$ cat src/rtl/ntt_pkg.sv
// Shared NTT helpers: sample word type, frame length derivation and index bit reversal.
// The combinational array permutation in the NTT tree uses the same bit_reverse.
package ntt_pkg;

    localparam int SAMPLE_W = 8;

    typedef logic [SAMPLE_W-1:0] sample_t;

    function automatic int frame_len(input int log_n);
        return 1 << log_n;
    endfunction

    // Mirrors the low log_n bits of idx; bits above log_n come out zero.
    function automatic logic [31:0] bit_reverse(input logic [31:0] idx, input int log_n);
        logic [31:0] src;
        logic [31:0] res;
        src = idx;
        res = '0;
        for (int i = 0; i < 32; i++) begin
            if (i < log_n) begin
                res = {res[30:0], src[0]};
                src = src >> 1;
            end
        end
        return res;
    endfunction

endpackage

$ cat src/rtl/bitrev_pp_bank.sv
// Ping-pong sample storage: two banks of N words, one synchronous write port and one
// asynchronous read port, each selecting its own bank.
module bitrev_pp_bank
    import ntt_pkg::*;
#(
    parameter int DATA_W = SAMPLE_W,
    parameter int LOG_N  = 3
) (
    input  logic              clk,
    input  logic              we,
    input  logic              wr_bank,
    input  logic [LOG_N-1:0]  wr_addr,
    input  logic [DATA_W-1:0] wr_data,
    input  logic              rd_bank,
    input  logic [LOG_N-1:0]  rd_addr,
    output logic [DATA_W-1:0] rd_data
);

    localparam int N = frame_len(LOG_N);

    logic [DATA_W-1:0] mem [2][N];

    // Contents are deliberately left unreset; the full flags guard every read.
    always_ff @(posedge clk) begin
        if (we) begin
            mem[wr_bank][wr_addr] <= wr_data;
        end
    end

    assign rd_data = mem[rd_bank][rd_addr];

endmodule

$ cat src/rtl/bitrev_reorder_stream.sv
// Streaming bit-reversal reorder buffer: writes each frame at bit-reversed addresses and
// reads it back sequentially, ping-ponging between two banks for 1 sample/cycle throughput.
module bitrev_reorder_stream
    import ntt_pkg::*;
#(
    parameter int DATA_W = SAMPLE_W,
    parameter int LOG_N  = 3
) (
    input  logic              clk,
    input  logic              rst_n,
    input  logic              in_valid,
    output logic              in_ready,
    input  logic [DATA_W-1:0] in_data,
    output logic              out_valid,
    input  logic              out_ready,
    output logic [DATA_W-1:0] out_data,
    output logic              out_last
);

    localparam logic [LOG_N-1:0] LAST_IDX = {LOG_N{1'b1}};

    logic [LOG_N-1:0] wcnt;
    logic [LOG_N-1:0] rcnt;
    logic             wbank;
    logic             rbank;
    logic [1:0]       full;

    logic             in_fire;
    logic             out_fire;
    logic             wcnt_last;
    logic             rcnt_last;
    logic [LOG_N-1:0] wr_addr;

    assign in_ready  = !full[wbank];
    assign out_valid = full[rbank];
    assign out_last  = out_valid && rcnt_last;

    assign in_fire   = in_valid && in_ready;
    assign out_fire  = out_valid && out_ready;
    assign wcnt_last = (wcnt == LAST_IDX);
    assign rcnt_last = (rcnt == LAST_IDX);

    // Scattering on write lets the read side simply count upward.
    assign wr_addr = LOG_N'(bit_reverse(32'(wcnt), LOG_N));

    // A last write and a last read can never hit the same bank (write needs it empty,
    // read needs it full), so both flag updates are applied independently.
    always_ff @(posedge clk or negedge rst_n) begin
        if (!rst_n) begin
            wcnt  <= '0;
            rcnt  <= '0;
            wbank <= 1'b0;
            rbank <= 1'b0;
            full  <= 2'b00;
        end else begin
            if (in_fire) begin
                wcnt <= wcnt + 1'b1;
                if (wcnt_last) begin
                    full[wbank] <= 1'b1;
                    wbank       <= ~wbank;
                end
            end
            if (out_fire) begin
                rcnt <= rcnt + 1'b1;
                if (rcnt_last) begin
                    full[rbank] <= 1'b0;
                    rbank       <= ~rbank;
                end
            end
        end
    end

    bitrev_pp_bank #(
        .DATA_W (DATA_W),
        .LOG_N  (LOG_N)
    ) u_bank (
        .clk     (clk),
        .we      (in_fire),
        .wr_bank (wbank),
        .wr_addr (wr_addr),
        .wr_data (in_data),
        .rd_bank (rbank),
        .rd_addr (rcnt),
        .rd_data (out_data)
    );

endmodule

$ cat config.mk
export PLATFORM = sky130hd
export DESIGN_NAME = bitrev_reorder_stream
export DESIGN_NICKNAME = d
export VERILOG_FILES = /design/src/rtl/ntt_pkg.sv /design/src/rtl/bitrev_pp_bank.sv /design/src/rtl/bitrev_reorder_stream.sv
export SDC_FILE = /design/constraint.sdc
export NUM_CORES = 1
export LEC_CHECK = 0
export CORE_MARGIN = 1.5
export CORE_UTILIZATION = 25
export DETAILED_ROUTE_END_ITERATION = 16
export PLACE_DENSITY = 0.36
export SLEW_MARGIN = 15
export SYNTH_ARGS = -nofsm -noshare
export SYNTH_HDL_FRONTEND = slang
export SYNTH_SLANG_ARGS = --single-unit
$ cat constraint.sdc
create_clock -name clk -period 2.7 [get_ports clk]
set_input_delay 0.405 -clock clk [delete_from_list [all_inputs] [get_ports clk]]
set_output_delay 0.405 -clock clk [all_outputs]
set_load 0.02 [all_outputs]
==> impl_results.md <==
- Final hold violation count: 0
- Vias/cell: 4.38
- I/O pins: 23
- Setup-failing EPs final: 0
- Pre-antenna DRT Iters: 4
- Ys Warns: 0
- Sequential fraction of the synthesis area: 73.8%
- Peak Freq: 0.381 GHz
- Power Density: 1090 nW/um^2
- Clock latency on the worst-skew pair: 0.42 ns
- CP Data Arrival Time: 2.22 ns
- Worst-Margin Slew: 0.633 ns
- Slew Viols, Final: 0
- Global-route usage over all layers: 12.0%
- Cell count after synthesis: 259
- Vias in the first global route: 3039
- DP Cell Count: 577
- Share of cells above drive strength 1: 32.6%
- Detail Route Antenna Nets: 0
- Post-Syn Area per Cell: 21.4 um^2
- Drt total wl: 13000 um
- Pre-CTS setup slack: 0.0247 ns
- Crit path buf inv count: 4
- Clock Sinks: 138
- Final period util: 97.3%
- Lkg Pwr: 2.44 nW
- Port bufs: 22
- Final worst-path setup slack: 0.0733 ns
- Critical Path Slowest Stage Cell: mux4_2
- Clk_skew: 0.00761 ns
- Commonest non-fill, non-tap cells in the layout: edfxtp_1 (128), buf_4 (28), mux4_2 (18)
- Number of max-cap violations: 0
- Row Count: 54
- Global route overflow: 0
- Die height: 152 um
- Area share of the largest cell type after synthesis: 69.3%
- Antenna violations before repair: 0
- Post-CTS Hold Buffers: 0
- DRC viols: 0
- Initial Util: 25.4%
- CTS tree: built
- Area leader, netlist: edfxtp_1
- CTS H-tree depth: 4
- Most frequent CP cell: buf_12
- Crit path kind: register to output port
- DIE AREA: 23100 um^2
- Synth Register Bits: 138
- Post-layout net count: 345
- Root Driver: clkbuf_16
- Peak supply drop: 0.000463 V
- Max FO, Critical Path: 6
- Tmin final: 2.63 ns
- CTS buffer count: 17
- Final RePlAce weighted congestion: 0.673
- DR vias: 2701
- Final Total Pwr: 7.62 mW
- Critical path cell sequence: buf_12, buf_12, buf_4, mux4_2, a22oi_1, nand2_1, buf_2
- Fin util: 32.0%
- Hold Crit Class: input pin to async pin
- WP data required: 2.30 ns
- Syn nets: 279
- Layout area overhead: 26.0%
- Worst slew margin: 57.6%
- First-pass GRT wire length: 19600 um
- FF-to-FF setup slack: 0.98 ns
- Critical path's largest stage delay: 0.50 ns
- Netlist cell types: 28
- Status: complete, no violations
- TNS Setup: 0 ns
- Wirelength per Cell: 21.1 um
- Mapped cell area: 5550 um^2
- Top post-synthesis cells by area: edfxtp_1 (69%), mux4_1 (10%), dfrtp_1 (4.5%), mux4_2 (4.1%), a22oi_1 (2.2%)
- Hpwl dp: 8350 um
- Fillers: 2068
- Non-Filler Instances: 617
- DRT iter0 DRCs: 129
- Diode count: 0
- Commonest non-fill, non-tap cell in the layout: edfxtp_1
- RSZ-0062 raised after global routing: yes
- Worst-case clock buffer depth: 2
- Pin count of the biggest net entering global routing: 29
- Worst-path clk slew: 0.06 ns
- Top delay family on crit path: buffers and inverters
- Core area: 21800 um^2
- Chip Width: 152 um
- Worst setup SP type: register
- Crit path capture type: output port
[power breakdown]
part | internal (mW) | switching (mW)
logic | 1.35 | 1.30
clock network | 1.36 | 0.900
registers | 2.55 | 0.157
[cells by family (layout without fill, tap and decap cells)]
kind of cell,count (synthesis),count (layout),synth area share (%)
flip-flops,138,138,73.8
multiplexers,38,38,15.7
AND/OR/NAND/NOR,38,38,3.72
AO/OA/AOI/OAI,21,21,2.80
buffers and inverters,14,92,1.89
adder cells (fa/ha/maj),8,8,1.80
XOR/XNOR,2,2,0.316
[cell type report]
| class | instances | area [um^2] | area share, % |
|---|---|---|---|
| clock buffer | 17 | 425 | 6.09 |
| multi-input combinational | 107 | 1380 | 19.8 |
| sequential | 138 | 4100 | 58.6 |
| timing repair buffer | 58 | 574 | 8.22 |
| clock inverter | 14 | 150 | 2.15 |
| inverter | 3 | 11.3 | 0.161 |
| tap | 280 | 350 | 5.01 |
[final timing paths]
kind                            startpoint           endpoint  depth (start not counted)
worst max-delay path                 rbank        out_data[7]                          7
worst min register to register     full[1]            full[1]                          1
max in group asynchronous            rst_n              rbank                          1
worst max register to register     wcnt[2]  u_bank.mem[1][12]                          3
worst min-delay path                 rst_n            wcnt[0]                          1
min in group clk                   full[1]            full[1]                          1
[metrics by stage]
| step | hold slack [ns] | cell area [um^2] |
|---|---|---|
| finish | 0.315 | 6990 |
| floorplan | 0.109 | 5550 |
| global route | 0.333 | 6990 |
| CTS | 0.317 | 7000 |
| detailed placement | 0.553 | 6280 |
| global placement | 0.549 | 6280 |
[registers in the layout, summed over array words and instances, names as in the netlist]
signal,count
rcnt,3
full,2
wcnt,3
u_bank.mem,128
rbank,1
wbank,1
[per-layer routing]
metal | track usage [%] | routed length (um) | part of all wire [%] | up-vias
li1 | - | - | - | 1224
met1 | 15.3 | 6010 | 46 | 1417
met2 | 19.3 | 6440 | 50 | 44
met3 | 2.74 | 315 | 2.4 | 16
met4 | 5.55 | 236 | 1.8 | 0
met5 | 0 | 0 | 0 | -
[cell usage after synthesis]
cell and count:
edfxtp_1 128, mux4_1 22, a22oi_1 16, and3_1 14, nand2_1 11, dfrtp_1 10
mux4_2 10, ha_1 8, and2_1 5, mux2_2 4, buf_2 3, inv_1 3
nor2b_1 3, a21o_1 2, buf_12 2, buf_6 2, clkbuf_1 2, mux2i_1 2
nand3_1 2, xnor2_1 2, a31oi_1 1, a41oi_1 1, buf_1 1, clkbuf_2 1
nand2b_1 1, nor2_1 1, nor3b_1 1, o21ai_0 1
[repair_timing]
item                       CTS  global route
pin swaps                    6             7
setup endpoints to repair    8             7
gates cloned                 2             0
setup buffers                7             1
gates resized for setup     49            14
Note: power is estimated with default switching activity, not from simulation.
==> RTL edit 1: new RTL, same settings <==
The package constant `SAMPLE_W` goes from 8 to 10.
--- a/src/rtl/ntt_pkg.sv
+++ b/src/rtl/ntt_pkg.sv
@@ -2,7 +2,7 @@
 // The combinational array permutation in the NTT tree uses the same bit_reverse.
 package ntt_pkg;
 
-    localparam int SAMPLE_W = 8;
+    localparam int SAMPLE_W = 10;
 
     typedef logic [SAMPLE_W-1:0] sample_t;
 
Ports: changed (resized in_data and out_data); port bits go from 23 to 27. The function was not compared with the original's and may differ.
==> RTL edit 1 against the original RTL <==
  * Area after synthesis is 19% higher
  * Total power is 14% higher
  * Design area is 18% higher
  * Die area is 19% higher
  * Global-route usage is 0.42 points higher
  * Routed wire length is 25% higher
  * Sequential cell count is 32 higher
  * Critical endpoint is now out_data[1]
  * Via count is 20% higher
  * Count of clock-buffer cells in the layout is 1 higher
  * Worst setup slack worse by 5.1 ps
==> RTL edit 1: results (changes against the original RTL) <==
- Clock Tree Root: clkbuf_16
- Status: complete, no violations
- Biggest regs: u_bank.mem (160), rcnt (3), wcnt (3)
- TritonCTS Buffers: 17 (unchanged)
- Placed cell areas: 7540 µm² (+20%)
- Wire length per cell: 22.2 µm (+5.2%)
- Mapped Nets: 334 (+20%)
- Ant diodes: 0 (unchanged)
- Syn Inst Count: 312 (+20%)
- Initial antenna violation count: 0 (unchanged)
- Inst Count DP: 693 (+20%)
- Post-Route WL: 16200 µm (+25%)
- Async SR Flop Fraction: 5.88% (-1.4 points)
- Drt pass-1 iters: 5 (+1)
- Fillers: 2511 (+21%)
- Worst-path clk slew: 60 ps (about the same)
- Maximum vdd drop: 495 µV (+6.9%)
- Max clock buf depth: 2 (unchanged)
- Worst-skew pair later-pin latency: 410 ps
- Via density: 4.45 (+1.7%)
- Warnings, synthesis: 0 (unchanged)
- Fraction of layout cells with a size suffix above 1: 35.6% (+3.0 points)
- Worst path slowest cell: mux4_2
- Ranking of synthesized cells by area: edfxtp_1, mux4_2, dfrtp_1
- Critical path arrival: between 2000 and 2500 ps
- Port bufs: 26 (+18%)
- Total track usage: 12.4% (+0.42 points)
- Worst hold path class: in2async
- H-tree depth: 4 (unchanged)
- Commonest cells post-synth: edfxtp_1, mux4_2, a22oi_1
- Largest net degree at the start of global routing: 30 (+3.4%)
- Slew HR: 51.8% (-5.9 points)
- Worst R2R Path Depth: 4 (+1)
- Max incr delay on CP: 530 ps (+30 ps)
- DRT iter0 DRCs: 239 (+85%)
- Yosys cell types: 27 (-3.6%)
- Gpl congestion: 0.711 (+5.6%)
- Post-synthesis sequential area ratio: 76.3% (+2.5 points)
- Post-synth EDFFs: 160 (+25%)
- Finished Cell Area: 8220 µm² (+18%)
- LEAKAGE: 0.00272 µW (+11%)
- Vias in the first global route: 3463 (+14%)
- First-pass GRT wire length: 24000 µm (+23%)
- Crit-path max FO: 8 (+2)
- Fin nets: 407 (+18%)
- Post-DP HPWL: 10300 µm (+23%)
- Max Clock Skew: 5.39 ps (-2.22 ps)
RTL edit 1: repair_timing:
item                                    4_1_cts  5_1_grt
resized for setup                            24       15
endpoints found under the hold margin         0        0
setup buffers                                 3        5
endpoints found under the setup margin       10       10
pin swaps                                     1        1
RTL edit 1: worst paths after layout:
check	startpoint	to	slack, ps
max in group asynchronous	rst_n	rbank	1980
max	rbank	out_data[1]	70
min in group clk	rcnt[0]	rcnt[0]	530
min	rst_n	wcnt[1]	340
max reg2reg	full[1]	u_bank.mem[0][71]	740
min reg2reg	rcnt[0]	rcnt[0]	530
RTL edit 1: critical path: cells and delay by family, from the launching register on:
family / cells / cell delay, ps
buffers and inverters: 2 / 530
and+or+nand+nor: 1 / 100
DFF: 1 / 440
AOI/OAI and AO/OA: 1 / 210
muxes: 1 / 530
RTL edit 1: power breakdown:
part	switching, µW	total, µW	internal [µW]
Clock	974	2420	1440
Combinational	1600	2980	1380
Sequential	155	3300	3150
Total	2730	8700	5970
RTL edit 1: final cells by class:
class,instances,area share (%)
Inverter,3,0.137
Clock buffer,18,5.22
Sequential cell,170,61.5
Tap cell,335,5.10
Multi-Input combinational cell,125,18.9
Clock inverter,12,1.83
Timing Repair Buffer,68,7.29
RTL edit 1: cell families after synthesis:
logic type	share of synthesized area, %
buffers and inverters	1.45
adder cells (fa/ha/maj)	1.51
multiplexers	14.6
AND/OR/NAND/NOR	3.08
AO/OA/AOI/OAI	2.80
flip-flops	76.3
XOR/XNOR	0.264
RTL edit 1: routing by layer:
layer / up-vias / global-route usage (%) / part of all wire, %
li1: 1440 / - / -
met1: 1761 / 17.5 / 48
met2: 46 / 19.2 / 48
met3: 6 / 2.67 / 3.3
met4: 0 / 3.53 / 0.73
met5: - / 0 / 0
RTL edit 1: metrics by stage:
stage | hold WS, ps | power, µW | worst slack [ps]
global route | 374 | 9150 | -58.3
detailed placement | 526 | 6310 | 146
global placement | 522 | 6320 | 157
floorplan | 109 | 5070 | 172
finish | 337 | 8700 | 68.2
CTS | 348 | 8820 | -4.45
==> RTL edit 2: new RTL, config.mk and constraints unchanged <==
Without the edit above. Reset style: synchronous (`rst_n`), changed in one clocked block. Comments in the files are not updated.
--- a/src/rtl/bitrev_reorder_stream.sv
+++ b/src/rtl/bitrev_reorder_stream.sv
@@ -45,7 +45,7 @@
 
     // A last write and a last read can never hit the same bank (write needs it empty,
     // read needs it full), so both flag updates are applied independently.
-    always_ff @(posedge clk or negedge rst_n) begin
+    always_ff @(posedge clk) begin
         if (!rst_n) begin
             wcnt  <= '0;
             rcnt  <= '0;
Function: differs if rst_n is asserted again (counterexample within 4 cycles, from zero or initial values and one cycle with rst_n low); with rst_n held inactive, the same outputs for 10 cycles.
==> RTL edit 2 against the original RTL <==
  * Non-clock buffer count is 10 lower
  * Largest cell class unchanged
  * Design area is 0.95% lower
  * Routed wire length is 1.4% lower
  * Worst setup slack better by 5.8 ps
  * Critical path type unchanged
  * Sequential cell count is 1 higher
  * Synthesized cell count is 10% higher
  * Highest routed layer unchanged
  * Area after synthesis is 0.32% higher
  * Count of clock-buffer cells in the layout is 2 higher
  * Via count is 4.1% higher
Power is not compared: it rests on default switching activity, and its combinational part moved more than twofold at a synthesized area within 25%.
==> RTL edit 2: results (changes against the original RTL) <==
- Met1 Resource Use GR: 15.4% (+0.098 points)
- P per Cell Area: roughly 710 nW/µm²
- Syn Inst Count: 286 (+10%)
- Mapped Nets: 306 (+9.7%)
- Routing usage on met2: 17.7% (-1.5 points)
- DRT iter0 DRCs: 133 (+3.1%)
- Sequential power: 2390 µW
- Reg-to-reg slack, setup: 690 ps (-290 ps)
- Worst slew pin tran: 653 ps (+19.6 ps)
- GR Util met3: 3.30% (+0.56 points)
- Vias in the first global route: 2978 (-2.0%)
- Drt pass-1 iters: 6 (+2)
- Total track usage: 11.5% (-0.49 points)
- Status: complete, no violations
- Worst hold path class: reg2reg
- Hold_sp: wcnt[0]
- Yosys cell types: 33 (+18%)
- Post-synth EDFFs: 128 (unchanged)
- Commonest cells post-synth: edfxtp_1, a22oi_1, mux4_1, mux4_2, nor2_1
- Metal3 WL: 472 µm (+50%)
- Via density: 4.45 (+1.6%)
- First-pass GRT wire length: 18700 µm (-4.4%)
- Worst slack at placement: 155 ps (+130 ps)
- Reg-to-reg startpoint: wbank
- Gpl congestion: 0.730 (+8.5%)
- Fraction of layout cells with a size suffix above 1: 22.7% (-9.9 points)
- Largest net degree at the start of global routing: 36 (+24%)
- Crit-path max FO: 12 (+6)
- Async SR Flop Fraction: 0% (-7.2 points)
- LEAKAGE: between 0.002 and 0.0025 µW
- Inst Count DP: 599 (+3.8%)
- Max Clock Skew: 8.29 ps (+0.677 ps)
- WHS: 518 ps (+204 ps)
- Fin nets: 360 (+4.3%)
- Met2 routed WL: 6200 µm (-3.7%)
- Post-Route WL: 12800 µm (-1.4%)
- Complex-gate fraction of the synthesized area: 4.25% (+1.5 points)
- Post-DP HPWL: 8120 µm (-2.7%)
- Max Used Layer: met4
- Biggest regs: u_bank.mem (128), rcnt (3), wcnt (3)
- RR Endpoint: u_bank.mem[0][59]
- Synth Area in XOR/XNOR: 0% (-0.32 points)
- Wl on met1: 6010 µm (about the same)
- Crit. path cell count: 5 (-2)
- Wire length per cell: 20.3 µm (-3.7%)
- Placed cell areas: 6230 µm² (-0.80%)
- Ranking of synthesized cells by area: edfxtp_1, mux4_1, mux4_2
- Hold path endpoint: wcnt[0]
- Post-CTS Setup Bufs: 0 (-7)
- Kind of cell adding the most delay to the critical path: buffers and inverters
- Adder-cell share of the synthesized area: 1.80% (-0.0057 points)
- Ant diodes: 0 (unchanged)
- Clock power frac: just under 50%
- Post-synthesis sequential area ratio: 73.0% (-0.77 points)
- Port bufs: 22 (unchanged)
- Number of gates resized after cts: 13 (-73%)
- Mux share of post-synthesis cell area: 14.4% (-1.2 points)
RTL edit 2: cell types whose count changed after synthesis, moves of 4 or more:
cell | before | now
dfrtp_1 | 10 | 0
mux4_1 | 22 | 16
nor2_1 | 1 | 14
dfxtp_1 | 0 | 11
nand3_1 | 2 | 9
and3_1 | 14 | 0
and2_1 | 5 | 1
a21oi_1 | 0 | 9
inv_1 | 3 | 9
nor3_1 | 0 | 4
o21ai_0 | 1 | 5
mux4_2 | 10 | 16
RTL edit 2: worst max-delay path by stage:
stage                                   end     start  slack, ps
after floorplan           u_bank.mem[0][24]     wbank        530
after global placement          out_data[3]  register        160
after detailed placement        out_data[4]  register        160
after CTS                       out_data[7]  register          2
after global routing            out_data[3]  register        -20
final                           out_data[4]  register         80
RTL edit 2: layout make-up:
type | count | area [µm²]
sequential | 139 | 4070
inverter | 11 | 41.3
clock buffer | 19 | 433
clock inverter | 12 | 171
fill | 2098 | 14900
multi-input combinational | 123 | 1380
tap | 280 | 350
timing repair buffer | 48 | 478
